$ cat src/rtl/exec_pkg.sv
// exec_pkg: shared ALU opcodes, packed pass-through control word and execute-stage FSM states.
package exec_pkg;
  typedef enum logic [2:0] {OP_ADD, OP_SUB, OP_AND, OP_OR, OP_SHL, OP_SHR, OP_MUL, OP_PASSB} alu_op_e;
  typedef struct packed {
    logic       wbs;
    logic [1:0] mm;
    logic       wm;
    logic       am;
    logic       ni;
    logic       wce;
    logic       wme1;
    logic       wme2;
    logic       rsv;
  } ctrl_t;
  typedef enum logic [1:0] {IDLE, EXEC, MBUSY} exec_state_e;
endpackage

$ cat src/rtl/execute_stage_pipe_if.sv
// execute_stage_pipe_if: decode-side and memory-side handshakes of the execute stage.
interface execute_stage_pipe_if #(parameter int WIDTH = 16, parameter int CTRL_W = 10);
  logic              flush;
  logic              in_valid;
  logic              in_ready;
  logic [2:0]        alu_op;
  logic [CTRL_W-1:0] ctrl_in;
  logic [WIDTH-1:0]  src_a;
  logic [WIDTH-1:0]  src_b;
  logic              out_valid;
  logic              out_ready;
  logic [CTRL_W-1:0] ctrl_out;
  logic [WIDTH-1:0]  result;
  logic [WIDTH-1:0]  mem_data;
  logic              flag_n;
  logic              flag_z;
  modport master (output flush, in_valid, alu_op, ctrl_in, src_a, src_b, out_ready,
                  input in_ready, out_valid, ctrl_out, result, mem_data, flag_n, flag_z);
  modport slave  (input flush, in_valid, alu_op, ctrl_in, src_a, src_b, out_ready,
                  output in_ready, out_valid, ctrl_out, result, mem_data, flag_n, flag_z);
endinterface

$ cat src/rtl/exec_mul_seq.sv
// exec_mul_seq: iterative shift-add multiplier, one partial product per cycle over WIDTH cycles (EXEC_MUL_EN builds only).
`ifdef EXEC_MUL_EN
module exec_mul_seq #(parameter int WIDTH = 16) (
  input  logic             clk,
  input  logic             rst_n,
  input  logic             i_start,
  input  logic             i_abort,
  input  logic [WIDTH-1:0] i_a,
  input  logic [WIDTH-1:0] i_b,
  output logic             o_done,
  output logic [WIDTH-1:0] o_prod
);
  localparam int CW = $clog2(WIDTH) + 1;
  logic [WIDTH-1:0] r_acc, r_mc, r_mp;
  logic [CW-1:0]    r_cnt;
  // done flags the final iteration, which lands on the coming edge
  assign o_done = r_cnt == CW'(1);
  assign o_prod = r_acc;
  always_ff @(posedge clk or negedge rst_n)
    if (!rst_n) begin
      r_acc <= '0;
      r_mc  <= '0;
      r_mp  <= '0;
      r_cnt <= '0;
    end else if (i_abort) begin
      r_cnt <= '0;
    end else if (i_start) begin
      r_acc <= '0;
      r_mc  <= i_a;
      r_mp  <= i_b;
      r_cnt <= CW'(WIDTH);
    end else if (r_cnt != '0) begin
      r_acc <= r_acc + (r_mp[0] ? r_mc : '0);
      r_mc  <= r_mc << 1;
      r_mp  <= r_mp >> 1;
      r_cnt <= r_cnt - CW'(1);
    end
endmodule
`endif

$ cat src/rtl/execute_stage_pipe.sv
// execute_stage_pipe: ID/EX slot, ALU, store-data steering and EX/MEM slot with valid/ready, flush and stall.
// EXEC_MUL_EN enables the iterative multiplier; otherwise op 110 acts as PASS_B in a single cycle.
module execute_stage_pipe
  import exec_pkg::*;
#(parameter int WIDTH = 16, parameter int CTRL_W = 10) (
  input logic                 clk,
  input logic                 rst_n,
  execute_stage_pipe_if.slave bus
);
  localparam int SW = $clog2(WIDTH);
  exec_state_e      r_state, w_state_nxt;
  alu_op_e          r_op;
  ctrl_t            r_ctrl, r_out_ctrl;
  logic [WIDTH-1:0] r_a, r_b, r_result, r_mem_data, w_alu, w_mul_prod;
  logic             r_out_valid, r_flag_n, r_flag_z;
  logic             w_out_free, w_accept, w_move, w_mul_start, w_mul_done;
  assign w_out_free   = !r_out_valid || bus.out_ready;
  assign bus.in_ready = !bus.flush && (r_state == IDLE || (r_state == EXEC && w_out_free));
  assign w_accept     = bus.in_valid && bus.in_ready;
  assign w_move       = !bus.flush && r_state == EXEC && w_out_free;
`ifdef EXEC_MUL_EN
  assign w_mul_start = w_accept && alu_op_e'(bus.alu_op) == OP_MUL;
  exec_mul_seq #(.WIDTH(WIDTH)) u_mul (
    .clk, .rst_n, .i_start(w_mul_start), .i_abort(bus.flush),
    .i_a(bus.src_a), .i_b(bus.src_b), .o_done(w_mul_done), .o_prod(w_mul_prod)
  );
`else
  assign w_mul_start = 1'b0;
  assign w_mul_done  = 1'b0;
  assign w_mul_prod  = r_b;
`endif
  always_comb begin
    w_alu = r_b;
    case (r_op)
      OP_ADD:  w_alu = r_a + r_b;
      OP_SUB:  w_alu = r_a - r_b;
      OP_AND:  w_alu = r_a & r_b;
      OP_OR:   w_alu = r_a | r_b;
      OP_SHL:  w_alu = r_a << r_b[SW-1:0];
      OP_SHR:  w_alu = r_a >> r_b[SW-1:0];
      OP_MUL:  w_alu = w_mul_prod;
      default: w_alu = r_b;
    endcase
  end
  // a new accept overrides the drain-to-IDLE because the slot refills on the same edge
  always_comb begin
    w_state_nxt = bus.flush ? IDLE :
                  w_accept ? (w_mul_start ? MBUSY : EXEC) :
                  w_move ? IDLE :
                  (r_state == MBUSY && w_mul_done) ? EXEC : r_state;
  end
  always_ff @(posedge clk or negedge rst_n)
    if (!rst_n) begin
      r_state     <= IDLE;
      r_op        <= OP_ADD;
      r_ctrl      <= '0;
      r_a         <= '0;
      r_b         <= '0;
      r_out_valid <= 1'b0;
      r_out_ctrl  <= '0;
      r_result    <= '0;
      r_mem_data  <= '0;
      r_flag_n    <= 1'b0;
      r_flag_z    <= 1'b0;
    end else begin
      r_state <= w_state_nxt;
      if (w_accept) begin
        r_op   <= alu_op_e'(bus.alu_op);
        r_ctrl <= ctrl_t'(bus.ctrl_in);
        r_a    <= bus.src_a;
        r_b    <= bus.src_b;
      end
      if (w_move) begin
        r_out_valid <= 1'b1;
        r_out_ctrl  <= r_ctrl;
        r_result    <= w_alu;
        r_mem_data  <= r_ctrl.am ? r_b : '0;
        r_flag_n    <= w_alu[WIDTH-1];
        r_flag_z    <= w_alu == '0;
      end else if (bus.out_ready) begin
        r_out_valid <= 1'b0;
      end
    end
  assign bus.out_valid = r_out_valid;
  assign bus.ctrl_out  = CTRL_W'(r_out_ctrl);
  assign bus.result    = r_result;
  assign bus.mem_data  = r_mem_data;
  assign bus.flag_n    = r_flag_n;
  assign bus.flag_z    = r_flag_z;
endmodule

$ cat src/flat_wrapper.sv
// flat-port wrapper written by rule: the top's interface ports become plain ports
module execute_stage_pipe_flat import exec_pkg::*;
#(parameter int WIDTH = 16, parameter int CTRL_W = 10)
  (clk, rst_n, bus_flush, bus_in_valid, bus_alu_op, bus_ctrl_in, bus_src_a, bus_src_b, bus_out_ready, bus_in_ready, bus_out_valid, bus_ctrl_out, bus_result, bus_mem_data, bus_flag_n, bus_flag_z);
  execute_stage_pipe_if #(.WIDTH(WIDTH), .CTRL_W(CTRL_W)) bus_i ();
  input logic clk;
  input logic rst_n;
  input wire logic [$bits(bus_i.flush)-1:0] bus_flush;
  input wire logic [$bits(bus_i.in_valid)-1:0] bus_in_valid;
  input wire logic [$bits(bus_i.alu_op)-1:0] bus_alu_op;
  input wire logic [$bits(bus_i.ctrl_in)-1:0] bus_ctrl_in;
  input wire logic [$bits(bus_i.src_a)-1:0] bus_src_a;
  input wire logic [$bits(bus_i.src_b)-1:0] bus_src_b;
  input wire logic [$bits(bus_i.out_ready)-1:0] bus_out_ready;
  output wire logic [$bits(bus_i.in_ready)-1:0] bus_in_ready;
  output wire logic [$bits(bus_i.out_valid)-1:0] bus_out_valid;
  output wire logic [$bits(bus_i.ctrl_out)-1:0] bus_ctrl_out;
  output wire logic [$bits(bus_i.result)-1:0] bus_result;
  output wire logic [$bits(bus_i.mem_data)-1:0] bus_mem_data;
  output wire logic [$bits(bus_i.flag_n)-1:0] bus_flag_n;
  output wire logic [$bits(bus_i.flag_z)-1:0] bus_flag_z;
  assign bus_i.flush = bus_flush;
  assign bus_i.in_valid = bus_in_valid;
  assign bus_i.alu_op = bus_alu_op;
  assign bus_i.ctrl_in = bus_ctrl_in;
  assign bus_i.src_a = bus_src_a;
  assign bus_i.src_b = bus_src_b;
  assign bus_i.out_ready = bus_out_ready;
  assign bus_in_ready = bus_i.in_ready;
  assign bus_out_valid = bus_i.out_valid;
  assign bus_ctrl_out = bus_i.ctrl_out;
  assign bus_result = bus_i.result;
  assign bus_mem_data = bus_i.mem_data;
  assign bus_flag_n = bus_i.flag_n;
  assign bus_flag_z = bus_i.flag_z;
  execute_stage_pipe #(.WIDTH(WIDTH), .CTRL_W(CTRL_W)) u_core (.clk(clk), .rst_n(rst_n), .bus(bus_i));
endmodule
$ cat config.mk
export PLATFORM = sky130hd
export DESIGN_NAME = execute_stage_pipe_flat
export DESIGN_NICKNAME = d
export VERILOG_FILES = /design/src/rtl/exec_pkg.sv /design/src/rtl/execute_stage_pipe_if.sv /design/src/rtl/exec_mul_seq.sv /design/src/rtl/execute_stage_pipe.sv /design/src/flat_wrapper.sv
export SDC_FILE = /design/constraint.sdc
export NUM_CORES = 1
export LEC_CHECK = 0
export BUFFER_PORTS_ARGS = -buffer_cell sky130_fd_sc_hd__buf_2
export CAP_MARGIN = 20
export CORE_MARGIN = 1.5
export CORE_UTILIZATION = 30
export DETAILED_ROUTE_END_ITERATION = 12
export PLACE_DENSITY = 0.46
export SLEW_MARGIN = 20
export SYNTH_ARGS = -nofsm -noshare
export SYNTH_HDL_FRONTEND = slang
export SYNTH_SLANG_ARGS = --single-unit
$ cat constraint.sdc
create_clock -name clk -period 4.39 [get_ports clk]
set_clock_uncertainty 0.05 [all_clocks]
set_input_delay 0.878 -clock clk [delete_from_list [all_inputs] [get_ports clk]]
set_output_delay 0.878 -clock clk [all_outputs]
set_load 0.05 [all_outputs]
Yosys cells after proc, flatten, opt, wreduce, memory -nomap -nowiden

Cells that the tools add are included.

Register bits after elaboration: 92
Word-level logic and storage cells: 60

$add $sub $neg: 2
Eq/ne operators: 6
Shifts and indexed selects: 2
Mux-type cells: 7
Bitwise operators: 2
Reductions and logical operators: 14

Operators by type and width:

| kind                                                | number |
|---|---|
| one-hot mux 16 bit (6 select lines)                 | 1 |
| adder 16 bit                                        | 1 |
| AND 16 bit                                          | 1 |
| zero test 16 bit                                    | 1 |
| 2-to-1 mux 16 bit                                   | 1 |
| OR 16 bit                                           | 1 |
| << shifter 16 x 4 -> 16 bit                         | 1 |
| right shift 16 x 4 -> 16 bit                        | 1 |
| subtractor 16 bit                                   | 1 |
| equality test 3 x 2 -> 1 bit, second input constant | 2 |
| equality test 3 bit, second input constant          | 2 |
| 2-to-1 mux 2 bit                                    | 3 |
| logical AND 1 bit                                   | 5 |
| equality test 3 x 1 -> 1 bit, second input constant | 1 |
| zero test 3 bit                                     | 1 |
| nonzero test 3 bit                                  | 1 |
| equality test 2 x 1 -> 1 bit, second input constant | 1 |
| zero test 1 bit                                     | 2 |
| zero test 2 bit                                     | 1 |
| logical OR 1 bit                                    | 2 |
| 2-to-1 mux 1 bit                                    | 2 |
| nonzero test 2 bit                                  | 1 |

Depth between registers and ports, before layout

Gate-level depths: netlist of the first run.

Depth after elaboration: 8
Mapped depth: 18

Worst setup path after synthesis of the first run

Ideal clock, no wire load.

Path kind: reg2reg
Start point: reg u_core.r_op[1]
End point: reg u_core.r_flag_z (netlist: u_core.bus.flag_z)
Setup time: 0.103 ns
Arrival time: 3.533 ns
Data required time: 4.237 ns
Path slack: 0.704 ns
Cell stages (with the launch flop): 17
Path through: dfrtp_1 clkbuf_1 or2_2 clkbuf_1 nor2_1 clkbuf_1 nor2_1 xnor2_1 ha_1 a21oi_1 nand2_1 a31oi_1 xnor2_1 a211o_1 nor4_2 nand4_1 o41ai_2

Cells in the longest elaborated chain, start to end: 3

Ends and longest elaborated chain:

| what                                        | line                     | source |
|---|---|---|
| start: declaration                          | execute_stage_pipe.sv:12 | `alu_op_e r_op;` |
| start signal: assignment                    | execute_stage_pipe.sv:68 | `r_op <= alu_op_e'(bus.alu_op);` |
| equality test 3 bit (tied with other cells) | execute_stage_pipe.sv:34 | `case (r_op)` |
| one-hot mux 16 bit (6 select lines) *       | execute_stage_pipe.sv:34 |  |
| zero test 16 bit *                          | execute_stage_pipe.sv:79 | `r_flag_z <= w_alu == '0;` |
| end signal: assignment                      | execute_stage_pipe.sv:64 | `r_flag_z <= 1'b0;` |
| end signal: assignment                      | execute_stage_pipe.sv:79 |  |
| end: declaration                            | execute_stage_pipe.sv:15 | `logic r_out_valid, r_flag_n, r_flag_z;` |

Mark *: on every way between the ends. The rest lies on a longest branch, timed or not.
A chain may end at the register's enable or synchronous reset.

Worst setup path in the final report of the first run

Start point: reg u_core.r_b[8]
End point: reg u_core.r_flag_z (netlist: u_core.bus.flag_z)

Cells in the longest elaborated chain, start to end: 3

Ends and longest elaborated chain:

| what                                      | line                     | source |
|---|---|---|
| start: declaration                        | execute_stage_pipe.sv:14 | `logic [WIDTH-1:0] r_a, r_b, r_result, r_mem_data, w_alu, w_mul_prod;` |
| start signal: assignment                  | execute_stage_pipe.sv:71 | `r_b <= bus.src_b;` |
| subtractor 16 bit (tied with other cells) | execute_stage_pipe.sv:36 | `OP_SUB: w_alu = r_a - r_b;` |
| one-hot mux 16 bit (6 select lines) *     | execute_stage_pipe.sv:34 |  |
| zero test 16 bit *                        | execute_stage_pipe.sv:79 |  |

Marks and branches as above.

==> flow_summary.json, run 1 <==
{
  "outcome": "completed",
  "share_seq_of_total_power_pct": 30.1,
  "powerDensity_mw_per_mm2": 536,
  "synth_area_per_cell_um2": 9.03,
  "layout-drive-gt1-share_pct": 27.6,
  "ys_ff_latch": 90,
  "syn_to_final_growth_pct": 14.3,
  "drc_errors": 0,
  "timing.rr.end": "u_core.bus.flag_z",
  "antenna_found_initial": 0,
  "crit_end": "u_core.bus.flag_z",
  "tightest_slew_ns": 0.913,
  "start_kind": "flop",
  "core_mm2": 0.0219,
  "r2r_start": "u_core.r_b[8]",
  "ir_drop_mv": 0.180,
  "cp_data_required_time_ns": 4.59,
  "cp_max_fo": 7,
  "r2r_cells": 14,
  "synth-async-reset-ratio_pct": 100,
  "ys_seq_area_share_pct": 33.5,
  "layout.cells.non_filler": 1092,
  "netlist_instances": 745,
  "cts_resized": 0,
  "cts_tree": "built",
  "clkPwrFrac_pct": 18.6,
  "crit_arrival_ns": 4.08,
  "p_int_uw": 2150,
  "period_minus_slack_ns": 3.87,
  "grt_setup_unrepaired": "no",
  "rrSetupSlack_ns": 0.52,
  "dp.cells": 1076,
  "dieArea_mm2": 0.0233,
  "finalCritPeriodShare_pct": 88.3,
  "grt_max_degree": 71,
  "io_buffers": 95,
  "syn-num-nets": 815,
  "cts_made_buffers": 9,
  "finalSetupViolations": 0,
  "cellLeakagePower_uw": 0.00345,
  "cts_setup_buffers": 0,
  "crit_top_cell": "a21oi_1",
  "synth-main-ff-cell": "dfrtp_1",
  "hold_viol_final": 0,
  "slowest_stage": "or4_1",
  "cts_buffer_depth": 2,
  "crit_path_end_kind": "flop",
  "drtIter0Drc": 555,
  "slowest_delay_ns": 0.63,
  "synth_area_mm2": 0.00673,
  "grt_overflow": 0,
  "ant_nets": 0,
  "path_class": "reg -> reg",
  "cts_root_buf": "clkbuf_16",
  "diodes": 0,
  "insertion_delay_ns": 0.36,
  "start_util_pct": 30.7,
  "fmax_ghz": 0.258,
  "clkSlewWorstSetupHoldPaths_ns": 0.08,
  "place_congestion": 0.929,
  "track_usage_pct": 19.7,
  "wl_per_cell_um": 20.7,
  "htreeDepth": 3,
  "crit_chain": "or4_1 > or3_1 > inv_1 > a21oi_1 > xnor2_1 > ha_1 > a21o_1 > a21oi_1 > inv_1 > a21oi_1 > o21ai_0 > xnor2_1 > a21oi_1 > o41ai_2",
  "startpoint": "u_core.r_b[8]",
  "rows": 54,
  "cts_sinks": 90,
  "routed_wl_mm": 22.7,
  "synth_edf_count": 0,
  "finalSetupTns_ns": 0,
  "vias": 5981,
  "grt_pass1_wl_mm": 35.7,
  "yosysUniqueCellTypes": 81,
  "p_comb_share_pct": 51.3,
  "p_sw_uw": 1970,
  "ctsHoldBuffers": 0,
  "drv_cap": 0,
  "drv_slew": 0,
  "pin_count": 96,
  "yosys_warnings": 0,
  "die_x_um": 153,
  "switching_share_pct": 47.8,
  "final_nets": 877,
  "dr.pass1.iters": 7,
  "via_per_inst": 5.48,
  "dp_hpwl_mm": 16.5,
  "slew-limit-headroom_pct": 39.2,
  "hold_path_class": "reg -> reg",
  "grt_pass1_vias": 5788,
  "die_h_um": 153
}
cells in the final DEF, fill, tap and decap left out, types with 4 or more instances in the layout:
cell type  count
a211oi_1       9
a21oi_1       34
a31oi_1       15
and3_1         4
buf_2         94
buf_4         19
clkbuf_16      9
dfrtp_1       89
ha_1          19
inv_1         19
maj3_1         9
mux2_2        63
mux2i_1       18
mux4_2        14
nand2_1      112
nand2b_1       9
nand3_1       26
nor2_1        56
nor2b_1        8
nor3_1        17
o211ai_1       5
o21ai_0       42
o31ai_1        4
or3_1          4
xnor2_1       18
kinds of logic after synthesis:
| family | after synthesis | share of synthesized area (%) |
|---|---|---|
| DFF | 90 | 33.5 |
| AOI/OAI and AO/OA | 161 | 15.9 |
| xor gates and xnor gates | 20 | 2.60 |
| and+or+nand+nor | 263 | 18.0 |
| adders and majority gates | 29 | 5.17 |
| buffers and inverters | 83 | 5.88 |
| muxes | 99 | 18.9 |
area by class of cell:
class | count | area (um^2)
sequential | 90 | 2250
timing repair buffer | 113 | 613
inverter | 21 | 78.8
tap | 280 | 350
clock inverter | 7 | 70.1
fill | 2329 | 14200
multi-input combinational | 572 | 4100
clock buffer | 9 | 225
state kept, by name, summed over array words and instances (netlist names):
register and cells:
u_core.bus.result 15, u_core.r_a 16, u_core.bus.mem_data 16, u_core.bus.flag_z 1, u_core.bus.out_valid 1, u_core.bus.flag_n 1
u_core.r_ctrl 10, u_core.r_state 1, u_core.bus.ctrl_out 10, u_core.r_b 16, u_core.r_op 3
metal layers:
layer | track usage (%) | share of wire, % | vias to the layer above
met3 | 5.01 | 6.7 | 25
li1 | - | - | 2806
met2 | 28.2 | 43 | 240
met5 | 0 | 0 | -
met1 | 29.0 | 49 | 2910
met4 | 5.54 | 1.9 | 0
power by group through the flow:
stage               combinational (uW)  sequential [uW]  clock [uW]
CTS                               2110             1240         796
global route                      2300             1270         834
detailed placement                2100             1250           0
floorplan                         1270             1520           0
global placement                  2110             1250           0
finish                            2120             1240         766
cells in the mapped netlist (9+ instances only):
| master | number | area share [%] |
|---|---|---|
| o21ai_0 | 42 | 3.1 |
| a211oi_1 | 9 | 1.0 |
| a31oi_1 | 15 | 1.4 |
| a21oi_1 | 34 | 2.5 |
| inv_1 | 19 | 1.1 |
| maj3_1 | 9 | 1.3 |
| clkbuf_1 | 44 | 2.5 |
| xnor2_1 | 18 | 2.3 |
| mux2_2 | 63 | 11 |
| dfrtp_1 | 90 | 33 |
| nand2b_1 | 10 | 0.93 |
| nor3_1 | 17 | 1.3 |
| nand2_1 | 113 | 6.3 |
| mux2i_1 | 18 | 2.7 |
| ha_1 | 19 | 3.5 |
| nand3_1 | 26 | 1.9 |
| nor2_1 | 57 | 3.2 |
| mux4_2 | 14 | 4.7 |
per-stage QoR:
step / hold WS [ns] / utilization [%] / power [uW] / setup WS (ns) / cell area [um^2]
after floorplan: 0.383 / - / 2790 / 0.704 / 6730
after global placement: 0.393 / 33.8 / 3360 / 0.533 / 7390
after detailed placement: 0.400 / 33.8 / 3350 / 0.558 / 7390
after CTS: 0.413 / 35.1 / 4140 / 0.524 / 7690
after global routing: 0.440 / 35.1 / 4400 / 0.180 / 7690
final: 0.410 / 35.1 / 4120 / 0.515 / 7690
critical path, delay by kind of cell, from the launching register on:
kind | cells | cell delay, ns
AO/OA/AOI/OAI | 7 | 1.34
buffers and inverters | 2 | 0.13
flip-flops | 1 | 0.52
adder cells (fa/ha/maj) | 1 | 0.42
XOR/XNOR | 2 | 0.33
AND/OR/NAND/NOR | 2 | 0.99
worst min path at each step:
stage,to,from,slack [ns],cells after the start
after floorplan,u_core.bus.ctrl_out[0],u_core.r_ctrl[0],0.38,2
after global routing,u_core.bus.ctrl_out[7],u_core.bus.ctrl_out[7],0.44,2
after detailed placement,u_core.bus.mem_data[15],u_core.bus.mem_data[15],0.40,2
final,u_core.bus.mem_data[15],u_core.bus.mem_data[15],0.41,2
after CTS,u_core.bus.ctrl_out[8],u_core.r_ctrl[8],0.41,2
after global placement,u_core.bus.ctrl_out[2],u_core.r_ctrl[2],0.39,2
(Power assumes the default switching activity.)
==> run 2, diff against run 1 <==
--- a/config.mk
+++ b/config.mk
@@ -10,6 +10,7 @@
 export CORE_MARGIN = 1.5
 export CORE_UTILIZATION = 30
 export DETAILED_ROUTE_END_ITERATION = 12
+export MAX_ROUTING_LAYER = met4
 export PLACE_DENSITY = 0.46
 export SLEW_MARGIN = 20
 export SYNTH_ARGS = -nofsm -noshare
==> flow_summary.json, run 2 (synthesis gave the netlist of run 1 again) <==
{
  "htreeDepth": 3,
  "grt_setup_unrepaired": "no",
  "core_mm2": 0.0219,
  "drv_slew": 0,
  "cts_resized": 0,
  "share_seq_of_total_power_pct": 30.2,
  "final_nets": 876,
  "regArea_mm2": 0.00225,
  "clkSlewWorstSetupHoldPaths_ns": 0.07,
  "finalSetupTns_ns": 0,
  "ir_drop_mv": 0.178,
  "cts_made_buffers": 9,
  "antenna_found_initial": 0,
  "final_cell_mix": "112 x nand2_1, 94 x buf_2, 89 x dfrtp_1",
  "start_util_pct": 30.7,
  "layout-drive-gt1-share_pct": 27.5,
  "cts_sinks": 90,
  "whs_ns": 0.410,
  "n_fill_cell": 2304,
  "layout_commonest_cell": "nand2_1",
  "die_x_um": 153,
  "crit_path_end_kind": "flop",
  "cp_max_fo": 7,
  "rrSetupSlack_ns": 0.50,
  "cts_tree": "built",
  "slew-limit-headroom_pct": 37.6,
  "finalSetupViolations": 0,
  "vias": 5945,
  "via_per_inst": 5.45,
  "cts_root_buf": "clkbuf_16",
  "rows": 54,
  "dieArea_mm2": 0.0233,
  "grt_pass1_vias": 5745,
  "fmax_ghz": 0.257,
  "cts_setup_buffers": 0,
  "insertion_delay_ns": 0.36,
  "p_comb_share_pct": 51.2,
  "path_class": "reg -> reg",
  "multiInputGateArea_mm2": 0.00410,
  "clkPwrFrac_pct": 18.6,
  "ant_nets": 0,
  "grt_max_degree": 71,
  "p_sw_uw": 1990,
  "drtIter0Drc": 688,
  "die_h_um": 153,
  "cellLeakagePower_uw": 0.00345,
  "finalCritPeriodShare_pct": 88.7,
  "dp_hpwl_mm": 16.6,
  "syn_to_final_growth_pct": 14.2,
  "powerDensity_mw_per_mm2": 539,
  "cts_buffer_depth": 2,
  "grt_pass1_wl_mm": 36.3,
  "track_usage_pct": 20.7,
  "drc_errors": 0,
  "hold_viol_final": 0,
  "routed_wl_mm": 23.2,
  "wl_per_cell_um": 21.3,
  "hold_path_class": "reg -> reg",
  "cp_data_required_time_ns": 4.64,
  "period_minus_slack_ns": 3.89,
  "outcome": "completed",
  "drv_cap": 0,
  "pin_count": 96,
  "crit_arrival_ns": 4.14,
  "switching_share_pct": 48.0,
  "dr.pass1.iters": 6,
  "diodes": 0,
  "tightest_slew_ns": 0.937,
  "p_int_uw": 2150,
  "place_congestion": 0.944,
  "start_kind": "flop",
  "grt_overflow": 0,
  "ctsHoldBuffers": 0,
  "io_buffers": 95
}
## run 2: cell count changes in the layout (fill, tap and decap cells not counted), sizes merged
cell / previous run / this run
buf: 113 / 112
## run 2: final timing paths
kind	to	depth (start not counted)	from
worst min register to register	u_core.bus.ctrl_out[2]	2	u_core.r_ctrl[2]
worst max-delay path	u_core.bus.result[14]	14	u_core.r_b[8]
min in group asynchronous	u_core.bus.ctrl_out[3]	1	rst_n
worst max register to register	u_core.bus.result[14]	14	u_core.r_b[8]
worst min-delay path	u_core.bus.ctrl_out[2]	2	u_core.r_ctrl[2]
max in group asynchronous	u_core.r_b[1]	2	rst_n
## run 2: critical path: stages (launching register included)
cell and delay, ns:
dfrtp_1 0.50, or4_1 0.63, or3_1 0.35, inv_1 0.07
a21oi_1 0.07, xnor2_1 0.21, ha_1 0.37, a21o_1 0.20
a21oi_1 0.28, inv_1 0.08, a21oi_1 0.14, o21ai_0 0.14
xnor2_1 0.16, a21oi_1 0.36, mux2_2 0.23
## run 2: power groups by stage
stage | Clock [uW] | Sequential, uW | Combinational [uW]
6_report | 771 | 1250 | 2120
5_1_grt | 835 | 1270 | 2280
4_1_cts | 796 | 1240 | 2100
3_5_place_dp | 0 | 1260 | 2100
3_3_place_gp | 0 | 1260 | 2110
2_1_floorplan | 0 | 1520 | 1270
## run 2: stage by stage
step / cell area, um^2 / cells / power (uW) / setup WS, ns / utilization (%)
after floorplan: 6730 / 745 / 2790 / 0.704 / -
after global placement: 7380 / 1075 / 3370 / 0.548 / 33.7
after detailed placement: 7380 / 1075 / 3350 / 0.575 / 33.7
after CTS: 7680 / 1091 / 4140 / 0.553 / 35.1
after global routing: 7680 / 1091 / 4390 / 0.293 / 35.1
final: 7680 / 1091 / 4140 / 0.498 / 35.1
## run 2: final cells by class
type	count	area share, %
clock buffer	9	2.93
clock inverter	7	0.912
inverter	21	1.03
multi-input combinational	572	53.3
sequential	90	29.3
tap	280	4.56
timing repair buffer	112	7.89
## run 2: per-layer routing
metal,vias up,GRT usage [%],routed length (um)
met5,-,-,0
met1,2904,30.1,11400
met2,207,29.6,10100
met4,0,4.72,354
li1,2806,-,-
met3,28,3.70,1370
